==> src/rtl/data_mem_arb_pkg.sv <==
// Shared types and constants for the DataMem arbiter.
package data_mem_arb_pkg;

    localparam int NUM_PORTS = 2;
    localparam int STAT_W    = 16;

    typedef enum logic [1:0] {
        ARB_IDLE = 2'd0,
        ARB_OWN0 = 2'd1,
        ARB_OWN1 = 2'd2
    } arb_state_t;

endpackage

==> src/rtl/data_mem_arbiter_if.sv <==
// Requester + DataMem bus bundle for the DataMem arbiter.
// slave = arbiter side, master = requesters/memory side.
interface data_mem_arbiter_if #(
    parameter int W = 8,
    parameter int A = 8
);
    logic         p0_req;
    logic         p0_we;
    logic [A-1:0] p0_addr;
    logic [W-1:0] p0_wdata;
    logic         p0_gnt;
    logic         p0_rvalid;
    logic [W-1:0] p0_rdata;

    logic         p1_req;
    logic         p1_we;
    logic [A-1:0] p1_addr;
    logic [W-1:0] p1_wdata;
    logic         p1_gnt;
    logic         p1_rvalid;
    logic [W-1:0] p1_rdata;

    logic         mem_WriteEn;
    logic [A-1:0] mem_DataAddress;
    logic [W-1:0] mem_DataIn;
    logic [W-1:0] mem_DataOut;

    modport slave (
        input  p0_req, p0_we, p0_addr, p0_wdata,
        input  p1_req, p1_we, p1_addr, p1_wdata,
        input  mem_DataOut,
        output p0_gnt, p0_rvalid, p0_rdata,
        output p1_gnt, p1_rvalid, p1_rdata,
        output mem_WriteEn, mem_DataAddress, mem_DataIn
    );

    modport master (
        output p0_req, p0_we, p0_addr, p0_wdata,
        output p1_req, p1_we, p1_addr, p1_wdata,
        output mem_DataOut,
        input  p0_gnt, p0_rvalid, p0_rdata,
        input  p1_gnt, p1_rvalid, p1_rdata,
        input  mem_WriteEn, mem_DataAddress, mem_DataIn
    );

endinterface

==> src/rtl/arb_rr_pick.sv <==
// Two-way round-robin pick: keeps the current owner until its burst is
// exhausted and the other port is waiting; from idle, ties go to the
// port that did not own the memory last.
module arb_rr_pick
    import data_mem_arb_pkg::*;
(
    input  logic [NUM_PORTS-1:0] req,
    input  logic                 own_vld,    // an owner exists (not idle)
    input  logic                 owner,
    input  logic                 rr_last,
    input  logic                 burst_exh,
    output logic [NUM_PORTS-1:0] gnt,
    output logic                 win
);

    // Winner selection; at most one gnt bit, never without req
    always_comb begin
        gnt = '0;
        win = 1'b0;
        if (own_vld) begin
            if (req[owner] && (!burst_exh || !req[~owner])) begin
                win        = owner;
                gnt[owner] = 1'b1;
            end else if (req[~owner]) begin
                win         = ~owner;
                gnt[~owner] = 1'b1;
            end
        end else begin
            if (&req) begin
                win           = ~rr_last;
                gnt[~rr_last] = 1'b1;
            end else if (req[1]) begin
                win    = 1'b1;
                gnt[1] = 1'b1;
            end else if (req[0]) begin
                win    = 1'b0;
                gnt[0] = 1'b1;
            end
        end
    end

endmodule

==> src/rtl/data_mem_arbiter.sv <==
// Round-robin, burst-bounded arbiter sharing a single-port DataMem between
// the core (port 0) and the DMA/init loader (port 1). Grants are
// combinational; read data returns registered one cycle after the grant.
// Optional: define ARB_STATS_EN for per-port saturating grant counters.
module data_mem_arbiter
    import data_mem_arb_pkg::*;
#(
    parameter int W         = 8,
    parameter int A         = 8,
    parameter int MAX_BURST = 4
) (
    input  logic              clk,
    input  logic              Reset,
    data_mem_arbiter_if.slave bus,
    output logic [STAT_W-1:0] stat_gnt0,
    output logic [STAT_W-1:0] stat_gnt1
);

    localparam int             BCW        = (MAX_BURST > 1) ? $clog2(MAX_BURST) : 1;
    localparam logic [BCW-1:0] BURST_LAST = BCW'(MAX_BURST - 1);

    logic [NUM_PORTS-1:0]        req, we;
    logic [NUM_PORTS-1:0][A-1:0] addr;
    logic [NUM_PORTS-1:0][W-1:0] wdata;
    logic [NUM_PORTS-1:0]        gnt;
    logic                        win;
    logic                        own_vld, owner, burst_exh;

    arb_state_t                  state_q, state_d;
    logic [BCW-1:0]              burst_cnt_q, burst_cnt_d;
    logic                        rr_last_q, rr_last_d;
    logic [NUM_PORTS-1:0]        rvalid_q, rvalid_d;
    logic [NUM_PORTS-1:0][W-1:0] rdata_q, rdata_d;
    logic [A-1:0]                addr_q, addr_d;
    logic [W-1:0]                wdata_q, wdata_d;

    // Requests are masked while reset is held so nothing is granted then
    assign req   = {bus.p1_req, bus.p0_req} & {NUM_PORTS{Reset}};
    assign we    = {bus.p1_we, bus.p0_we};
    assign addr  = {bus.p1_addr, bus.p0_addr};
    assign wdata = {bus.p1_wdata, bus.p0_wdata};

    assign own_vld   = (state_q != ARB_IDLE);
    assign owner     = (state_q == ARB_OWN1);
    assign burst_exh = (burst_cnt_q == BURST_LAST);

    arb_rr_pick u_pick (
        .req       (req),
        .own_vld   (own_vld),
        .owner     (owner),
        .rr_last   (rr_last_q),
        .burst_exh (burst_exh),
        .gnt       (gnt),
        .win       (win)
    );

    assign bus.p0_gnt = gnt[0];
    assign bus.p1_gnt = gnt[1];

    // Memory side: winner drives the bus; idle cycles hold the last beat
    assign bus.mem_WriteEn     = (|gnt) & we[win];
    assign bus.mem_DataAddress = (|gnt) ? addr[win]  : addr_q;
    assign bus.mem_DataIn      = (|gnt) ? wdata[win] : wdata_q;

    assign bus.p0_rvalid = rvalid_q[0];
    assign bus.p1_rvalid = rvalid_q[1];
    assign bus.p0_rdata  = rdata_q[0];
    assign bus.p1_rdata  = rdata_q[1];

    // Ownership/burst tracking, read return capture and bus hold values
    always_comb begin
        state_d     = state_q;
        burst_cnt_d = burst_cnt_q;
        rr_last_d   = rr_last_q;
        addr_d      = addr_q;
        wdata_d     = wdata_q;
        rvalid_d    = gnt & ~we;
        rdata_d     = rdata_q;

        if (|gnt) begin
            addr_d  = addr[win];
            wdata_d = wdata[win];
            if (own_vld && (win == owner)) begin
                // saturate rather than wrap so a lone owner keeps streaming
                burst_cnt_d = burst_exh ? burst_cnt_q : burst_cnt_q + 1'b1;
            end else begin
                state_d     = win ? ARB_OWN1 : ARB_OWN0;
                burst_cnt_d = '0;
                rr_last_d   = win;
            end
        end else begin
            state_d     = ARB_IDLE;
            burst_cnt_d = '0;
        end

        for (int p = 0; p < NUM_PORTS; p++) begin
            if (gnt[p] && !we[p]) rdata_d[p] = bus.mem_DataOut;
        end
    end

    // State registers
    always_ff @(posedge clk or negedge Reset) begin
        if (!Reset) begin
            state_q     <= ARB_IDLE;
            burst_cnt_q <= '0;
            rr_last_q   <= 1'b1;
            rvalid_q    <= '0;
            rdata_q     <= '0;
            addr_q      <= '0;
            wdata_q     <= '0;
        end else begin
            state_q     <= state_d;
            burst_cnt_q <= burst_cnt_d;
            rr_last_q   <= rr_last_d;
            rvalid_q    <= rvalid_d;
            rdata_q     <= rdata_d;
            addr_q      <= addr_d;
            wdata_q     <= wdata_d;
        end
    end

`ifdef ARB_STATS_EN
    logic [NUM_PORTS-1:0][STAT_W-1:0] stat_q, stat_d;

    // Per-port granted-beat counters, saturating at all-ones
    always_comb begin
        stat_d = stat_q;
        for (int p = 0; p < NUM_PORTS; p++) begin
            if (gnt[p] && (stat_q[p] != '1)) stat_d[p] = stat_q[p] + 1'b1;
        end
    end

    // Counter registers
    always_ff @(posedge clk or negedge Reset) begin
        if (!Reset) stat_q <= '0;
        else        stat_q <= stat_d;
    end

    assign stat_gnt0 = stat_q[0];
    assign stat_gnt1 = stat_q[1];
`else
    assign stat_gnt0 = '0;
    assign stat_gnt1 = '0;
`endif

endmodule

==> src/flat_wrapper.sv <==
// flat-port wrapper written by rule: the top's interface ports become plain ports
module data_mem_arbiter_flat import data_mem_arb_pkg::*;
#(
    parameter int W         = 8,
    parameter int A         = 8,
    parameter int MAX_BURST = 4
)
  (clk, Reset, stat_gnt0, stat_gnt1, bus_p0_req, bus_p0_we, bus_p0_addr, bus_p0_wdata, bus_p1_req, bus_p1_we, bus_p1_addr, bus_p1_wdata, bus_mem_DataOut, bus_p0_gnt, bus_p0_rvalid, bus_p0_rdata, bus_p1_gnt, bus_p1_rvalid, bus_p1_rdata, bus_mem_WriteEn, bus_mem_DataAddress, bus_mem_DataIn);
  data_mem_arbiter_if #(.W(W), .A(A)) bus_i ();
  input  logic clk;
  input  logic Reset;
  output logic [STAT_W-1:0] stat_gnt0;
  output logic [STAT_W-1:0] stat_gnt1;
  input wire logic [$bits(bus_i.p0_req)-1:0] bus_p0_req;
  input wire logic [$bits(bus_i.p0_we)-1:0] bus_p0_we;
  input wire logic [$bits(bus_i.p0_addr)-1:0] bus_p0_addr;
  input wire logic [$bits(bus_i.p0_wdata)-1:0] bus_p0_wdata;
  input wire logic [$bits(bus_i.p1_req)-1:0] bus_p1_req;
  input wire logic [$bits(bus_i.p1_we)-1:0] bus_p1_we;
  input wire logic [$bits(bus_i.p1_addr)-1:0] bus_p1_addr;
  input wire logic [$bits(bus_i.p1_wdata)-1:0] bus_p1_wdata;
  input wire logic [$bits(bus_i.mem_DataOut)-1:0] bus_mem_DataOut;
  output wire logic [$bits(bus_i.p0_gnt)-1:0] bus_p0_gnt;
  output wire logic [$bits(bus_i.p0_rvalid)-1:0] bus_p0_rvalid;
  output wire logic [$bits(bus_i.p0_rdata)-1:0] bus_p0_rdata;
  output wire logic [$bits(bus_i.p1_gnt)-1:0] bus_p1_gnt;
  output wire logic [$bits(bus_i.p1_rvalid)-1:0] bus_p1_rvalid;
  output wire logic [$bits(bus_i.p1_rdata)-1:0] bus_p1_rdata;
  output wire logic [$bits(bus_i.mem_WriteEn)-1:0] bus_mem_WriteEn;
  output wire logic [$bits(bus_i.mem_DataAddress)-1:0] bus_mem_DataAddress;
  output wire logic [$bits(bus_i.mem_DataIn)-1:0] bus_mem_DataIn;
  assign bus_i.p0_req = bus_p0_req;
  assign bus_i.p0_we = bus_p0_we;
  assign bus_i.p0_addr = bus_p0_addr;
  assign bus_i.p0_wdata = bus_p0_wdata;
  assign bus_i.p1_req = bus_p1_req;
  assign bus_i.p1_we = bus_p1_we;
  assign bus_i.p1_addr = bus_p1_addr;
  assign bus_i.p1_wdata = bus_p1_wdata;
  assign bus_i.mem_DataOut = bus_mem_DataOut;
  assign bus_p0_gnt = bus_i.p0_gnt;
  assign bus_p0_rvalid = bus_i.p0_rvalid;
  assign bus_p0_rdata = bus_i.p0_rdata;
  assign bus_p1_gnt = bus_i.p1_gnt;
  assign bus_p1_rvalid = bus_i.p1_rvalid;
  assign bus_p1_rdata = bus_i.p1_rdata;
  assign bus_mem_WriteEn = bus_i.mem_WriteEn;
  assign bus_mem_DataAddress = bus_i.mem_DataAddress;
  assign bus_mem_DataIn = bus_i.mem_DataIn;
  data_mem_arbiter #(.W(W), .A(A), .MAX_BURST(MAX_BURST)) u_core (.clk(clk), .Reset(Reset), .bus(bus_i), .stat_gnt0(stat_gnt0), .stat_gnt1(stat_gnt1));
endmodule
==> config.mk <==
export PLATFORM = sky130hd
export DESIGN_NAME = data_mem_arbiter_flat
export DESIGN_NICKNAME = d
export VERILOG_FILES = /design/src/rtl/data_mem_arb_pkg.sv /design/src/rtl/data_mem_arbiter_if.sv /design/src/rtl/arb_rr_pick.sv /design/src/rtl/data_mem_arbiter.sv /design/src/flat_wrapper.sv
export SDC_FILE = /design/constraint.sdc
export NUM_CORES = 1
export LEC_CHECK = 0
export ABC_AREA = 1
export CORE_MARGIN = 5
export CORE_UTILIZATION = 35
export DETAILED_ROUTE_END_ITERATION = 8
export HOLD_SLACK_MARGIN = 0.15
export PLACE_DENSITY = 0.83
export RECOVER_POWER = 50
export SLEW_MARGIN = 0
export SYNTH_ARGS = -nofsm -noshare
export SYNTH_HDL_FRONTEND = slang
export SYNTH_HIERARCHICAL = 1
export SYNTH_SLANG_ARGS = --single-unit
==> constraint.sdc <==
create_clock -name clk -period 2 [get_ports clk]
set_input_delay 0.2 -clock clk [delete_from_list [all_inputs] [get_ports clk]]
set_output_delay 0.2 -clock clk [all_outputs]
set_load 0.02 [all_outputs]
* Word-level counts from Yosys, hierarchy flattened *
Cells that the tools add are included.

cells by class
  shift operators = 0
  $add $sub $neg = 1
  $lt $le $gt $ge = 7
  multiply operators = 0
  eq/ne operators = 5
  div/mod/pow operators = 0
  bitwise operators = 7
  reduce and logical (&&, ||, !) cells = 16
  muxes and demuxes = 35

operators by type and width
  operator                                                     number
  2-to-1 mux 8 bit                                             6
  2-to-1 mux 2 bit                                             10
  2-to-1 mux 1 bit                                             16
  less-than comparator 1 x 2 -> 1 bit (second input constant)  4
  logical AND 1 bit                                            7
  AND 2 bit                                                    2
  == test 2 bit (second input constant)                        2
  zero test 1 bit                                              4
  AND reduction 2 bit                                          2
  demux 1 bit (select 1 bit)                                   3
  greater-or-equal comparator 1 bit (second input constant)    3
  != test 3 bit (second input constant)                        1
  inverter 1 bit                                               3
  adder 2 x 1 -> 2 bit (second input constant)                 1
  != test 2 bit (second input constant)                        1
  inverter 2 bit                                               1
  nonzero test 2 bit                                           1
  OR reduction 2 bit                                           1
  AND 1 bit                                                    1
  == test 1 bit                                                1
  logical OR 1 bit                                             1

storage, ports and cells
  output and inout bits = 69
  register bits after elaboration = 39
  bits in latches = 0
  word-level logic and storage cells = 79
  memories = 0
  bits in writable memories = 0
  bits in read-only memories = 0

* Longest topological paths before layout *
Gate-level depths: netlist of run 1.

  depth after elaboration = 13
  mapped depth = 16
  gate-level depth less buffers = 15

* Cells and area by module *
Netlist of run 1, hierarchy kept.

modules (own cells, without submodules)
  module            sequential area each (µm²)  cells each  times used  area an instance (µm²)
  data_mem_arbiter  977.2                       256         1           2024.4
  arb_rr_pick       0.0                         23          1           107.6

* Worst setup path after synthesis of run 1 *
OpenSTA, ideal clock, no wires.

  path kind = register -> output
  start point = register u_core.burst_cnt_q[0]
  end point = output port bus_mem_DataAddress[0]
  setup slack = -0.035 ns
  data required time = 1.800 ns
  stages on the path, launching flop included = 13
  buffers on the path = 2
  arrival = 1.835 ns
  cells stage by stage = dfrtp_1 ha_1 nand3_1 nand3_2 nand2_1 nand2_1 nand2_1 buf_4 nor2_1 inv_2 clkbuf_1 nand2_1 nand2_1

on the way
  cells in the longest elaborated chain, start to end = 9
  elaborated cells on any way between the ends = 12
  those cells by class = 1 x eq/ne; 7 x mux; 4 x reduce/logical

ends and longest elaborated chain
  element                                              line                     text
  from (decl)                                          data_mem_arbiter.sv:30   logic [BCW-1:0] burst_cnt_q, burst_cnt_d;
  from (signal assigned)                               data_mem_arbiter.sv:113  burst_cnt_q <= burst_cnt_d;
  == test 2 bit                                        data_mem_arbiter.sv:45   assign burst_exh = (burst_cnt_q == BURST_LAST);
  named net u_core.burst_exh                           data_mem_arbiter.sv:27   logic own_vld, owner, burst_exh;
  zero test 1 bit                                      arb_rr_pick.sv:21        if (req[owner] && (!burst_exh || !req[~owner])) begin
  logical OR 1 bit                                     arb_rr_pick.sv:21
  logical AND 1 bit                                    arb_rr_pick.sv:21
  2-to-1 mux 1 bit                                     arb_rr_pick.sv:21
  2-to-1 mux 1 bit                                     arb_rr_pick.sv:20        if (own_vld) begin
  named net u_core.win                                 data_mem_arbiter.sv:26   logic win;
  2-to-1 mux 8 bit (not written as such) (2 in a row)  data_mem_arbiter.sv:62   assign bus.mem_DataAddress = (|gnt) ? addr[win] : addr_q;
  2-to-1 mux 8 bit                                     --
  to (decl)                                            flat_wrapper.sv:30       output wire logic [$bits(bus_i.mem_DataAddress)-1:0] bus_mem_DataAddress;

The timed path passes the listed nets, and every way through them passes these cells. The select of a mux whose other input is x is not followed.

* Final worst setup path of run 1 *
  start point = register u_core.state_q[1]
  end point = output port bus_mem_DataIn[6]

on the way
  elaborated cells on any way between the ends = 30
  those cells by class = 4 x order compare; 1 x eq/ne; 17 x mux; 1 x bitwise; 7 x reduce/logical

RTL lines
  element                                              line                     text
  from (decl)                                          data_mem_arbiter.sv:29   arb_state_t state_q, state_d;
  from (signal assigned)                               data_mem_arbiter.sv:112  state_q <= state_d;
  nonzero test 2 bit (*)                               data_mem_arbiter.sv:43   assign own_vld = (state_q != ARB_IDLE);
  named net u_core.own_vld                             data_mem_arbiter.sv:27
  2-to-1 mux 1 bit                                     arb_rr_pick.sv:20
  2-to-1 mux 8 bit (not written as such) (2 in a row)  data_mem_arbiter.sv:63   assign bus.mem_DataIn = (|gnt) ? wdata[win] : wdata_q;
  2-to-1 mux 8 bit (*)                                 --
  to (decl)                                            flat_wrapper.sv:31       output wire logic [$bits(bus_i.mem_DataIn)-1:0] bus_mem_DataIn;

Mark *: on every way through the listed nets, which the timed path passes. The rest lies on a longest branch. The select of a mux whose other input is x is not followed.

==> results of run 1 <==
## layer usage
metal / wire length [µm] / up-vias / global-route usage
met3: 498 / 9 / 0.05174
met4: 131 / 0 / 0.05357
met1: 2116 / 903 / 0.1630
met5: 0 / - / 0
li1: - / 981 / -
met2: 2999 / 64 / 0.2610
## state kept, by name, indices dropped and copies added (netlist names)
name and flops:
u_core/addr_q 8, u_core/wdata_q 8, u_core/bus.p1_rdata 8, u_core/bus.p0_rdata 8
u_core/state_q 2, u_core/rr_last_q 1, u_core/rvalid_q 2, u_core/burst_cnt_q 2
## timing repair
| action | in CTS | in global routing |
|---|---|---|
| pin swaps | 5 | 3 |
| hold buffers | 1 | 0 |
| cloned | 0 | 0 |
| endpoints found under the hold margin | 38 | 0 |
| endpoints found under the setup margin | 22 | 28 |
| setup buffers | 4 | 0 |
| gates resized for setup | 148 | 15 |
## metrics by stage
step	utilization	total power, mW
after detailed placement	0.5169	4.110
after global placement	0.5169	4.048
after global routing	0.5668	5.350
final	0.5668	4.997
after floorplan	-	2.770
after CTS	0.5623	5.027
## area by class of cell
cell class	instances	area, µm²
Multi-Input combinational cell	207	996.0
Fill cell	543	2565
Inverter	22	87.58
Sequential cell	39	977.2
Clock buffer	8	100.1
Tap cell	75	93.84
Timing Repair Buffer	110	1101
## power groups by stage
stage / clock (mW) / sequential [mW] / combinational [mW]
after CTS: 0.583 / 1.30 / 3.14
final: 0.561 / 1.30 / 3.14
after global routing: 0.625 / 1.34 / 3.38
after global placement: 0 / 1.30 / 2.75
after floorplan: 0 / 1.48 / 1.29
after detailed placement: 0 / 1.31 / 2.80
## synth_stat cells
cell | instances | area share
clkbuf_1 | 1 | 0.0018
or2_2 | 1 | 0.0029
nand3_2 | 1 | 0.0047
o21ai_1 | 1 | 0.0023
o21ai_0 | 8 | 0.019
inv_2 | 1 | 0.0018
inv_1 | 20 | 0.035
nor2_1 | 8 | 0.014
buf_6 | 1 | 0.0053
dfrtp_1 | 38 | 0.45
nand2_2 | 2 | 0.0059
a21oi_1 | 1 | 0.0023
nand2_1 | 137 | 0.24
buf_12 | 1 | 0.0094
buf_2 | 3 | 0.0070
ha_1 | 1 | 0.0059
dfstp_2 | 1 | 0.012
o21ai_2 | 8 | 0.033
xor2_1 | 1 | 0.0041
clkinv_1 | 1 | 0.0018
o211ai_1 | 1 | 0.0035
conb_1 | 1 | 0.0018
or2_1 | 1 | 0.0029
nand3_1 | 4 | 0.0094
buf_4 | 36 | 0.13
## how the worst min path moves through the flow
stage | endpoint | slack [ps] | cells past startpoint
floorplan | u_core/addr_q[0]$_DFF_PN0_ | -100 | 0
global placement | u_core/wdata_q[7]$_DFF_PN0_ | 360 | 2
detailed placement | u_core/wdata_q[7]$_DFF_PN0_ | 360 | 2
CTS | u_core/bus.p0_rdata[7]$_DFFE_PN0P_ | 470 | 3
global route | u_core/bus.p0_rdata[5]$_DFFE_PN0P_ | 480 | 3
finish | u_core/bus.p0_rdata[7]$_DFFE_PN0P_ | 480 | 3
## worst min-delay path, cell delays in order
cell	delay, ps
clkdlybuf4s50_1	390
inv_1	80
o21ai_2	60
## kinds of logic after synthesis
logic type / after synthesis / share of synthesized area
and+or+nand+nor: 154 / 0.2811
other: 1 / 0.001759
adders and majority gates: 1 / 0.005868
DFF: 39 / 0.4583
xor gates and xnor gates: 1 / 0.004109
buffers and inverters: 64 / 0.1890
AOI/OAI and AO/OA: 19 / 0.05986
==> flow_summary.rst, run 1 <==
.. list-table::
   :header-rows: 1

   * - Metric
     - Value
   * - Clock network latency to the later pin of the worst-skew pair
     - around 280 ps
   * - Count of clock tree sinks
     - 39
   * - Part of the total power dissipated in the clock network
     - 0.112
   * - Final worst slack
     - -218.1 ps
   * - Number of remaining DRC errors
     - 0
   * - Internal power
     - ~2.9 mW
   * - Required time of the worst setup path
     - around 1800 ps
   * - PwrDens
     - roughly 1500 mW/mm²
   * - Gr ovfl total
     - 0
   * - Cell mode on critical path
     - nand2_2
   * - Final GP Congestion
     - 0.7682
   * - Via count
     - approximately 2,000
   * - Total stage count of the critical path
     - 11
   * - Outcome
     - finished, violations left
   * - Number of violations reported at the end of detailed-routing iteration 0
     - 29
   * - Launching instance or port of the critical path
     - u_core/state_q[1]$_DFFE_PN0P_
   * - Yosys warns
     - 6
   * - Post-DR vias/cell
     - 4.245
   * - Core area
     - 0.005921 mm²
   * - Die area
     - 0.007753 mm²
   * - Antenna violations before repair
     - 0
   * - Wire length of the first global-routing pass
     - ~8900 µm
   * - Violations in the final reports
     - negative setup slack
   * - Power share of the combinational group
     - 0.628
   * - Cell Count Post-Placement
     - between 400 and 500
   * - Final net count
     - around 430
   * - Part of the cycle the worst path needs
     - 1.109
   * - Number of antenna cells inserted
     - 0
   * - First-pass DRT Iterations
     - 2
   * - Power dissipated by switching net loads
     - between 2 and 2.5 mW
   * - Fraction of final layout cells sized beyond drive strength 1
     - 0.2927
   * - Worst rel slew slack
     - 0.3654
   * - Type of destination of the critical path
     - output pin
   * - Tot GR Track Use
     - 0.1473
   * - Layout-stage area growth over the synthesis result
     - 57.39%
   * - Timing-limited maximum frequency
     - between 0.4 and 0.5 GHz
   * - Synthesized instance count
     - 279
   * - Port-buffer cells
     - 82
   * - Final-layout worst hold slack
     - ~480 ps
   * - Level count of the clock H-tree
     - 2
   * - Largest net degree at the start of global routing
     - 40
   * - Mean instance size in the synthesized netlist
     - 7.642 µm²
   * - Worst Setup Start Kind
     - register
   * - Share of total power in sequential cells
     - 0.259
   * - Maximum count of clock buffers along a single path
     - 2
   * - Setup Total Neg Slack
     - -3490 ps
   * - Most common library cell in the layout ignoring fill and taps
     - nand2_1
   * - Dpl ws
     - -777.8 ps
   * - Terminus of the critical flop-to-flop path
     - u_core/bus.p0_rdata[1]$_DFFE_PN0P_
   * - Worst Max-Slew Pin Slew
     - 951.9 ps
   * - Number of cells traversed by the worst register-to-register path
     - 10
   * - Floorplan row count
     - 28
   * - Via count of the first global-routing pass
     - approximately 2,000
   * - Die Y-Extent
     - 88.05 µm
   * - Switching share of total power
     - 0.4183
   * - Setup violations, final
     - 17
   * - Clock Pin Slew Worst Setup and Hold Paths
     - 70 ps
   * - CP Max Fanout
     - 16
   * - Remaining number of nets flagged by the antenna check after routing
     - 0
   * - Worst min path class
     - in2reg
   * - Critical-path cell list
     - or2_2, inv_1, nand3_1, nand2_4, clkinv_4, buf_12, nand2_2, nand2_2, nand2_2, nand2_2, buf_6
   * - Static power due to leakage
     - between 1.5 and 2 nW
   * - Synthesized cell area
     - about 0.0021 mm²
   * - Unrepaired setup endpoints after global routing
     - true
   * - Post-route standard cell area excluding fillers
     - between 0.003 and 0.004 mm²
   * - Cell area after placement
     - 0.003060 mm²
   * - Tmin final
     - 2218 ps
   * - Cts bufs inserted
     - 5
   * - Arr. time, crit path
     - around 2000 ps
   * - Kind of cell with the highest combined delay on the critical path
     - simple AND/OR/NAND/NOR gates
   * - Start point of the worst hold path
     - bus_mem_DataOut[7]
   * - Starting density of the core
     - 0.3601
   * - TritonCTS clock tree
     - yes
   * - Maximum Capacitance Violations
     - 0
   * - Routed wire length per instance
     - 12.46 µm
   * - Wirelength, routed
     - 5745 µm
   * - Final hold vios
     - 0
   * - Root buffer cell
     - clkbuf_8
   * - HPWL Detailed
     - between 4000 and 5000 µm
   * - Worst R2R Start
     - u_core/state_q[1]$_DFFE_PN0P_
   * - Most frequent cells in the layout
     - nand2_1 (101), clkdlybuf4s50_1 (53), dfrtp_1 (38), nand2_2 (37), conb_1 (32)
   * - Worst setup skew after layout
     - approximately 2 ps
   * - Final non-filler cell total
     - between 400 and 500
   * - Num ports
     - roughly 120
   * - Crit path buf inv count
     - 4
   * - Die X-Extent
     - between 80 and 90 µm
   * - Sequential-to-total area share from yosys stat
     - 0.4583
   * - CP max stage delay
     - between 400 and 500 ps
   * - Post-synthesis cell type count
     - 25
   * - Worst setup endpoint
     - bus_mem_DataIn[6]
   * - VDD IR-drop max
     - about 0.00093 V
   * - Critical path start-end classification
     - reg2out
   * - Setup slack of the most critical reg-to-reg path
     - 100 ps
   * - FF+latch count, synth
     - 39
   * - CP max-delay cell
     - dfrtp_1
   * - Max-slew violation total from the final report
     - 0
Power figures use the tool's default switching activity.
==> run 2, diff against run 1 <==
Settings changed: CORE_MARGIN 5 to default.
==> flow_summary.rst, run 2 (synthesis results as in run 1) <==
.. list-table::
   :header-rows: 1

   * - Metric
     - Value
   * - Outcome
     - finished, violations left
   * - Violations in the final reports
     - negative setup slack
   * - Launching instance or port of the critical path
     - u_core/state_q[0]$_DFFE_PN0P_
   * - Final net count
     - 440 (+1.9%)
   * - Setup violations, final
     - 17 (unchanged)
   * - Most common library cell in the layout ignoring fill and taps
     - nand2_1
   * - Wirelength, routed
     - 5276 µm (-8.2%)
   * - Number of violations reported at the end of detailed-routing iteration 0
     - 61 (+110%)
   * - Level count of the clock H-tree
     - 2 (unchanged)
   * - Worst rel slew slack
     - 0.3563 (-0.009075)
   * - Clock network latency to the later pin of the worst-skew pair
     - 290 ps (about the same)
   * - First-pass DRT Iterations
     - 4 (+2)
   * - Terminus of the critical flop-to-flop path
     - u_core/bus.p0_rdata[2]$_DFFE_PN0P_
   * - Remaining number of nets flagged by the antenna check after routing
     - 0 (unchanged)
   * - CP max-delay cell
     - dfrtp_1
   * - Clock Pin Slew Worst Setup and Hold Paths
     - 80 ps (about the same)
   * - Fillers
     - 536 (-1.3%)
   * - Tot GR Track Use
     - 0.1683 (+0.02096)
   * - HPWL Detailed
     - 3855 µm (-12%)
   * - Unrepaired setup endpoints after global routing
     - true
   * - CP max stage delay
     - 390 ps (-20 ps)
   * - Cell mode on critical path
     - nand2_2
   * - VDD IR-drop max
     - 0.0008073 V (-13%)
   * - Final hold vios
     - 0 (unchanged)
   * - Cts bufs inserted
     - 5 (unchanged)
   * - Critical-path cell list
     - inv_1, nand2_2, inv_2, inv_2, nand2_2, nand2_2, nand2_1, nand2_1, nand3_2, nand2_2, nor2_4, buf_6, buf_8, nand2_1, nand2_2, buf_6
   * - Wire length of the first global-routing pass
     - 8266 µm (-7.3%)
   * - Maximum Capacitance Violations
     - 0 (unchanged)
   * - TritonCTS clock tree
     - yes
   * - Maximum count of clock buffers along a single path
     - 2 (unchanged)
   * - Most frequent cells in the layout
     - nand2_1 (95), clkdlybuf4s50_1 (57), nand2_2 (43), dfrtp_1 (38), conb_1 (32)
   * - Core area
     - 0.005886 mm² (-0.59%)
   * - PwrDens
     - 1519 mW/mm² (+2.0%)
   * - Via count
     - 1,988 (+1.6%)
   * - Count of clock tree sinks
     - 39 (unchanged)
   * - Static power due to leakage
     - 1.812 nW (+2.5%)
   * - Internal power
     - 3.127 mW (+7.6%)
   * - Die Y-Extent
     - 80.05 µm (-9.1%)
   * - Core utilization of the finished layout
     - 0.5929 (+0.02612)
   * - Critical path start-end classification
     - reg2out
   * - Share of total power in sequential cells
     - 0.252 (-0.007)
   * - Tmin final
     - 2206 ps (-11.93 ps)
   * - Via count of the first global-routing pass
     - 1,835 (-7.2%)
   * - Post-DR vias/cell
     - 4.239 (-0.15%)
   * - Timing-limited maximum frequency
     - 0.4533 GHz (+0.54%)
   * - Part of the cycle the worst path needs
     - 1.103 (-0.005967)
   * - Post-route standard cell area excluding fillers
     - 0.003490 mm² (+4.0%)
   * - Largest net degree at the start of global routing
     - 40 (unchanged)
   * - Worst min path class
     - in2reg
   * - Die area
     - 0.006408 mm² (-17%)
   * - Die X-Extent
     - 80.05 µm (-9.1%)
   * - Power dissipated by switching net loads
     - 2.175 mW (+4.0%)
   * - Port-buffer cells
     - 82 (unchanged)
   * - Worst setup endpoint
     - bus_mem_DataAddress[6]
   * - Number of remaining DRC errors
     - 0 (unchanged)
   * - Final GP Congestion
     - 0.7406 (-3.6%)
   * - Final worst slack
     - -206.2 ps (+11.94 ps)
   * - Worst setup skew after layout
     - 8.648 ps (+6.704 ps)
   * - Root buffer cell
     - clkbuf_8
   * - Setup slack of the most critical reg-to-reg path
     - 70 ps (-30 ps)
   * - Fraction of final layout cells sized beyond drive strength 1
     - 0.3401 (+0.04736)
   * - Type of destination of the critical path
     - output pin
   * - CP Max Fanout
     - 8 (-8)
   * - Starting density of the core
     - 0.3622 (+0.002143)
   * - Max-slew violation total from the final report
     - 0 (unchanged)
   * - Power share of the combinational group
     - 0.628 (about the same)
   * - Worst Max-Slew Pin Slew
     - 965.5 ps (+13.61 ps)
   * - Num ports
     - 115 (unchanged)
   * - Antenna violations before repair
     - 0 (unchanged)
   * - Layout-stage area growth over the synthesis result
     - 63.67%
   * - Arr. time, crit path
     - 2010 ps (about the same)
   * - Final-layout worst hold slack
     - 467.7 ps (-12.79 ps)
   * - Number of cells traversed by the worst register-to-register path
     - 11 (+1)
   * - Worst R2R Start
     - u_core/state_q[1]$_DFFE_PN0P_
   * - Cell area after placement
     - 0.003018 mm² (-1.4%)
   * - Floorplan row count
     - 28 (unchanged)
   * - Routed wire length per instance
     - 11.25 µm (-9.7%)
   * - Worst Setup Start Kind
     - register
   * - Gr ovfl total
     - 0 (unchanged)
   * - Required time of the worst setup path
     - 1800 ps (about the same)
   * - Number of antenna cells inserted
     - 0 (unchanged)
   * - Part of the total power dissipated in the clock network
     - 0.121 (+0.009)
   * - Switching share of total power
     - 0.4102 (-0.008154)
## run 2: metrics by stage
step / power [mW] / setup TNS (ps) / worst slack, ps / cells
floorplan: 2.770 / 0 / 0.09726 / 310
global placement: 3.960 / -11850 / -685.3 / 444
detailed placement: 4.016 / -14340 / -771.6 / 444
CTS: 5.086 / -3168 / -197.6 / 461
global route: 5.659 / -5323 / -343.3 / 469
finish: 5.302 / -2902 / -206.2 / 469
## run 2: how the worst min path moves through the flow
stage | startpoint | to | slack (ps) | depth (start not counted)
3_5_place_dp | Reset | u_core/state_q[0]$_DFFE_PN0P_ | 370 | 2
2_1_floorplan | Reset | u_core/addr_q[0]$_DFF_PN0_ | -100 | 0
4_1_cts | bus_mem_DataOut[6] | u_core/bus.p0_rdata[6]$_DFFE_PN0P_ | 460 | 3
6_report | bus_mem_DataOut[6] | u_core/bus.p0_rdata[6]$_DFFE_PN0P_ | 470 | 3
3_3_place_gp | Reset | u_core/addr_q[0]$_DFF_PN0_ | 370 | 2
5_1_grt | bus_mem_DataOut[0] | u_core/bus.p0_rdata[0]$_DFFE_PN0P_ | 490 | 3
## run 2: repair_timing
item	4_1_cts	5_1_grt
buffers inserted	8	8
endpoints found under the setup margin	19	20
hold endpoints to repair	38	0
hold buffers	1	0
cloned	0	0
gates resized for setup	148	38
pin swaps	13	15
## run 2: metal layers
| metal | share of wire | up-vias | track usage |
|---|---|---|---|
| met1 | 0.41 | 919 | 0.1961 |
| li1 | - | 1000 | - |
| met2 | 0.54 | 65 | 0.3051 |
| met4 | 0.0099 | 0 | 0.05893 |
| met3 | 0.046 | 4 | 0.03295 |
| met5 | 0 | - | 0 |
## run 2: layout make-up
type	instances	area (µm²)	area share
clock buffers	5	68.82	0.01972
well taps	75	93.84	0.02689
inverters	22	92.59	0.02653
multi-input cells	207	1042	0.2987
repair buffers	118	1171	0.3356
flip-flops and latches	39	977.2	0.2800
clock inverters	3	43.79	0.01255
## run 2: power by group through the flow
stage	clock network, mW	logic (mW)	registers [mW]
floorplan	0	1.29	1.48
global placement	0	2.66	1.30
detailed placement	0	2.71	1.31
CTS	0.664	3.11	1.31
global route	0.702	3.58	1.37
finish	0.639	3.33	1.33
## run 2: critical path, delay by kind of cell (launching register included)
kind | cells | cell delay (ps)
buffers and inverters | 6 | 580
flip-flops | 1 | 390
AND/OR/NAND/NOR | 10 | 740
==> run 3, diff against run 2 <==
Settings changed: PLACE_DENSITY 0.83 to 0.75, SETUP_SLACK_MARGIN from default to 0.02.
==> flow_summary.rst, run 3 (synthesis results as in run 1) <==
.. list-table::
   :header-rows: 1

   * - Metric
     - Value
   * - Part of the cycle the worst path needs
     - 1.129 (+0.02625)
   * - Post-DR vias/cell
     - 4.333 (+2.2%)
   * - Timing-limited maximum frequency
     - 0.4427 GHz (-2.3%)
   * - Cell area after placement
     - 0.003033 mm² (+0.50%)
   * - Die Y-Extent
     - 80.05 µm (unchanged)
   * - Outcome
     - finished, violations left
   * - Via count of the first global-routing pass
     - 2,035 (+11%)
   * - Wire length of the first global-routing pass
     - 9397 µm (+14%)
   * - Worst min path class
     - in2reg
   * - Final hold vios
     - 0 (unchanged)
   * - Worst R2R Start
     - u_core/state_q[0]$_DFFE_PN0P_
   * - Most frequent cells in the layout
     - nand2_1 (97), clkdlybuf4s50_1 (60), dfrtp_1 (38), nand2_2 (37), conb_1 (32)
   * - Cts bufs inserted
     - 5 (unchanged)
   * - Port-buffer cells
     - 82 (unchanged)
   * - Worst hold path stage count
     - 3 (unchanged)
   * - Number of antenna cells inserted
     - 0 (unchanged)
   * - Largest net degree at the start of global routing
     - 39 (-2.5%)
   * - Number of violations reported at the end of detailed-routing iteration 0
     - 56 (-8.2%)
   * - Final net count
     - 451 (+2.5%)
   * - Root buffer cell
     - clkbuf_8
   * - VDD IR-drop max
     - 0.0007457 V (-7.6%)
   * - Final worst slack
     - -258.7 ps (-52.51 ps)
   * - Wirelength, routed
     - 6129 µm (+16%)
   * - Critical-path cell list
     - clkdlybuf4s50_1, nand2_1, inv_1, inv_1, o211ai_1, nand2_4, nor2_4, buf_6, nor2_4, nand2_1, nand2_1, buf_6
   * - Final-layout worst hold slack
     - 474.0 ps (+6.287 ps)
   * - Terminus of the critical flop-to-flop path
     - u_core/bus.p0_rdata[4]$_DFFE_PN0P_
   * - Type of destination of the critical path
     - output pin
   * - Worst rel slew slack
     - 0.3876 (+0.03131)
   * - Gr ovfl total
     - 0 (unchanged)
   * - Dpl ws
     - -726.0 ps (+45.57 ps)
   * - Worst setup skew after layout
     - 5.181 ps (-3.467 ps)
   * - Routed wire length per instance
     - 12.77 µm (+14%)
   * - Core area
     - 0.005886 mm² (unchanged)
   * - Maximum count of clock buffers along a single path
     - 2 (unchanged)
   * - Crit path buf inv count
     - 5 (-1)
   * - TritonCTS clock tree
     - yes
   * - Remaining number of nets flagged by the antenna check after routing
     - 0 (unchanged)
   * - Floorplan row count
     - 28 (unchanged)
   * - PwrDens
     - 1497 mW/mm² (-1.5%)
   * - Setup slack of the most critical reg-to-reg path
     - -20 ps (-90 ps)
   * - Via count
     - 2,080 (+4.6%)
   * - Starting density of the core
     - 0.3622 (unchanged)
   * - Maximum Capacitance Violations
     - 0 (unchanged)
   * - Cell mode on critical path
     - nand2_1
   * - Critical path start-end classification
     - in2out
   * - Setup violations, final
     - 23 (+6)
   * - Switching share of total power
     - 0.4246 (+0.01445)
   * - CP max stage delay
     - 460 ps (+70 ps)
   * - Part of the total power dissipated in the clock network
     - 0.096 (-0.025)
   * - Level count of the clock H-tree
     - 2 (unchanged)
   * - Setup Total Neg Slack
     - -4058 ps (-1156 ps)
   * - Hold endpoint
     - u_core/bus.p0_rdata[1]$_DFFE_PN0P_
   * - CP max-delay cell
     - clkdlybuf4s50_1
   * - Max-slew violation total from the final report
     - 0 (unchanged)
   * - Violations in the final reports
     - negative setup slack
   * - Layout-stage area growth over the synthesis result
     - 67.43%
   * - Unrepaired setup endpoints after global routing
     - true
   * - Internal power
     - 3.075 mW (-1.7%)
   * - Kind of cell with the highest combined delay on the critical path
     - buffers and inverters
   * - Die area
     - 0.006408 mm² (unchanged)
   * - Final GP Congestion
     - 0.8033 (+8.5%)
   * - Share of total power in sequential cells
     - 0.248 (-0.004)
   * - Required time of the worst setup path
     - 1800 ps (about the same)
   * - CP Max Fanout
     - 5 (-3)
   * - Most common library cell in the layout ignoring fill and taps
     - nand2_1
   * - Power share of the combinational group
     - 0.656 (+0.028)
   * - HPWL Detailed
     - 3922 µm (+1.7%)
   * - Clock network latency to the later pin of the worst-skew pair
     - 290 ps (about the same)
   * - Count of clock tree sinks
     - 39 (unchanged)
   * - Power dissipated by switching net loads
     - 2.269 mW (+4.3%)
   * - Static power due to leakage
     - 1.861 nW (+2.7%)
   * - Worst Max-Slew Pin Slew
     - 918.6 ps (-46.96 ps)
   * - Number of cells traversed by the worst register-to-register path
     - 12 (+1)
   * - Antenna violations before repair
     - 0 (unchanged)
   * - Num ports
     - 115 (unchanged)
   * - Fraction of final layout cells sized beyond drive strength 1
     - 0.3432 (+0.003108)
   * - Arr. time, crit path
     - 2060 ps (+50 ps)
   * - Post-route standard cell area excluding fillers
     - 0.003570 mm² (+2.3%)
   * - Worst Setup Start Kind
     - input port
   * - First-pass DRT Iterations
     - 4 (unchanged)
   * - Number of remaining DRC errors
     - 0 (unchanged)
   * - Clock Pin Slew Worst Setup and Hold Paths
     - 80 ps (about the same)
   * - Tot GR Track Use
     - 0.1961 (+0.02782)
   * - Die X-Extent
     - 80.05 µm (unchanged)
   * - Tmin final
     - 2259 ps (+52.51 ps)
   * - Start point of the worst hold path
     - bus_mem_DataOut[1]
-- run 3: changes by cell type in the layout (fill, tap and decap cells not counted), moves of 3 or more --
cell,before,now
nand2_4,1,5
clkdlybuf4s50_1,57,60
buf_6,24,29
dlygate4sd3_1,6,3
buf_4,24,31
nand2_2,43,37
nor2_1,5,2
clkbuf_1,0,3
-- run 3: timing repair --
action / 4_1_cts / 5_1_grt
resized for setup: 142 / 42
endpoints found under the hold margin: 38 / 0
endpoints found under the setup margin: 21 / 35
cloned: 1 / 2
pin swaps: 12 / 10
setup buffers: 18 / 6
hold buffers: 2 / 0
-- run 3: how the worst max path moves through the flow --
stage	from	endpoint	slack, ps	cells after the start
after floorplan	u_core/state_q[0]$_DFFE_PN0P_	bus_mem_DataAddress[0]	40	16
after global placement	bus_p1_req	bus_mem_DataAddress[4]	-690	16
after detailed placement	bus_p1_req	bus_mem_DataAddress[4]	-730	16
after CTS	u_core/state_q[0]$_DFFE_PN0P_	bus_mem_DataAddress[4]	-210	15
after global routing	u_core/state_q[0]$_DFFE_PN0P_	bus_mem_DataIn[1]	-380	15
final	bus_p1_req	bus_mem_WriteEn	-260	12
-- run 3: per-stage QoR --
| stage | std cells | util | power [mW] |
|---|---|---|---|
| 6_report | 480 | 0.6065 | 5.344 |
| 5_1_grt | 480 | 0.6065 | 5.708 |
| 4_1_cts | 475 | 0.5761 | 5.052 |
| 3_5_place_dp | 446 | 0.5153 | 4.042 |
| 3_3_place_gp | 446 | 0.5153 | 3.993 |
| 2_1_floorplan | 310 | - | 2.825 |
-- run 3: power by group through the flow --
stage / combinational (mW) / clock (mW) / sequential, mW
floorplan: 1.35 / 0 / 1.48
global placement: 2.69 / 0 / 1.30
detailed placement: 2.73 / 0 / 1.31
CTS: 3.21 / 0.530 / 1.31
global route: 3.77 / 0.565 / 1.37
finish: 3.50 / 0.513 / 1.33
-- run 3: area by class of cell --
type                    instances  area, µm²
well taps                      75      93.84
fillers                       550       2316
flip-flops and latches         39      977.2
repair buffers                129       1274
inverters                      22      92.59
clock inverters                 1      5.005
multi-input cells             207       1051
clock buffers                   7      76.32
-- run 3: worst min-delay path, delay by kind of cell --
family                 cells  cell delay (ps)
buffers and inverters      2              480
AOI/OAI and AO/OA          1               60
-- run 3: routing by layer --
metal / vias to the layer above / track usage / routed length [µm]
li1: 1020 / - / -
met1: 953 / 0.2158 / 2356
met2: 88 / 0.3393 / 3127
met3: 19 / 0.07159 / 448
met4: 0 / 0.08214 / 197
met5: - / 0 / 0
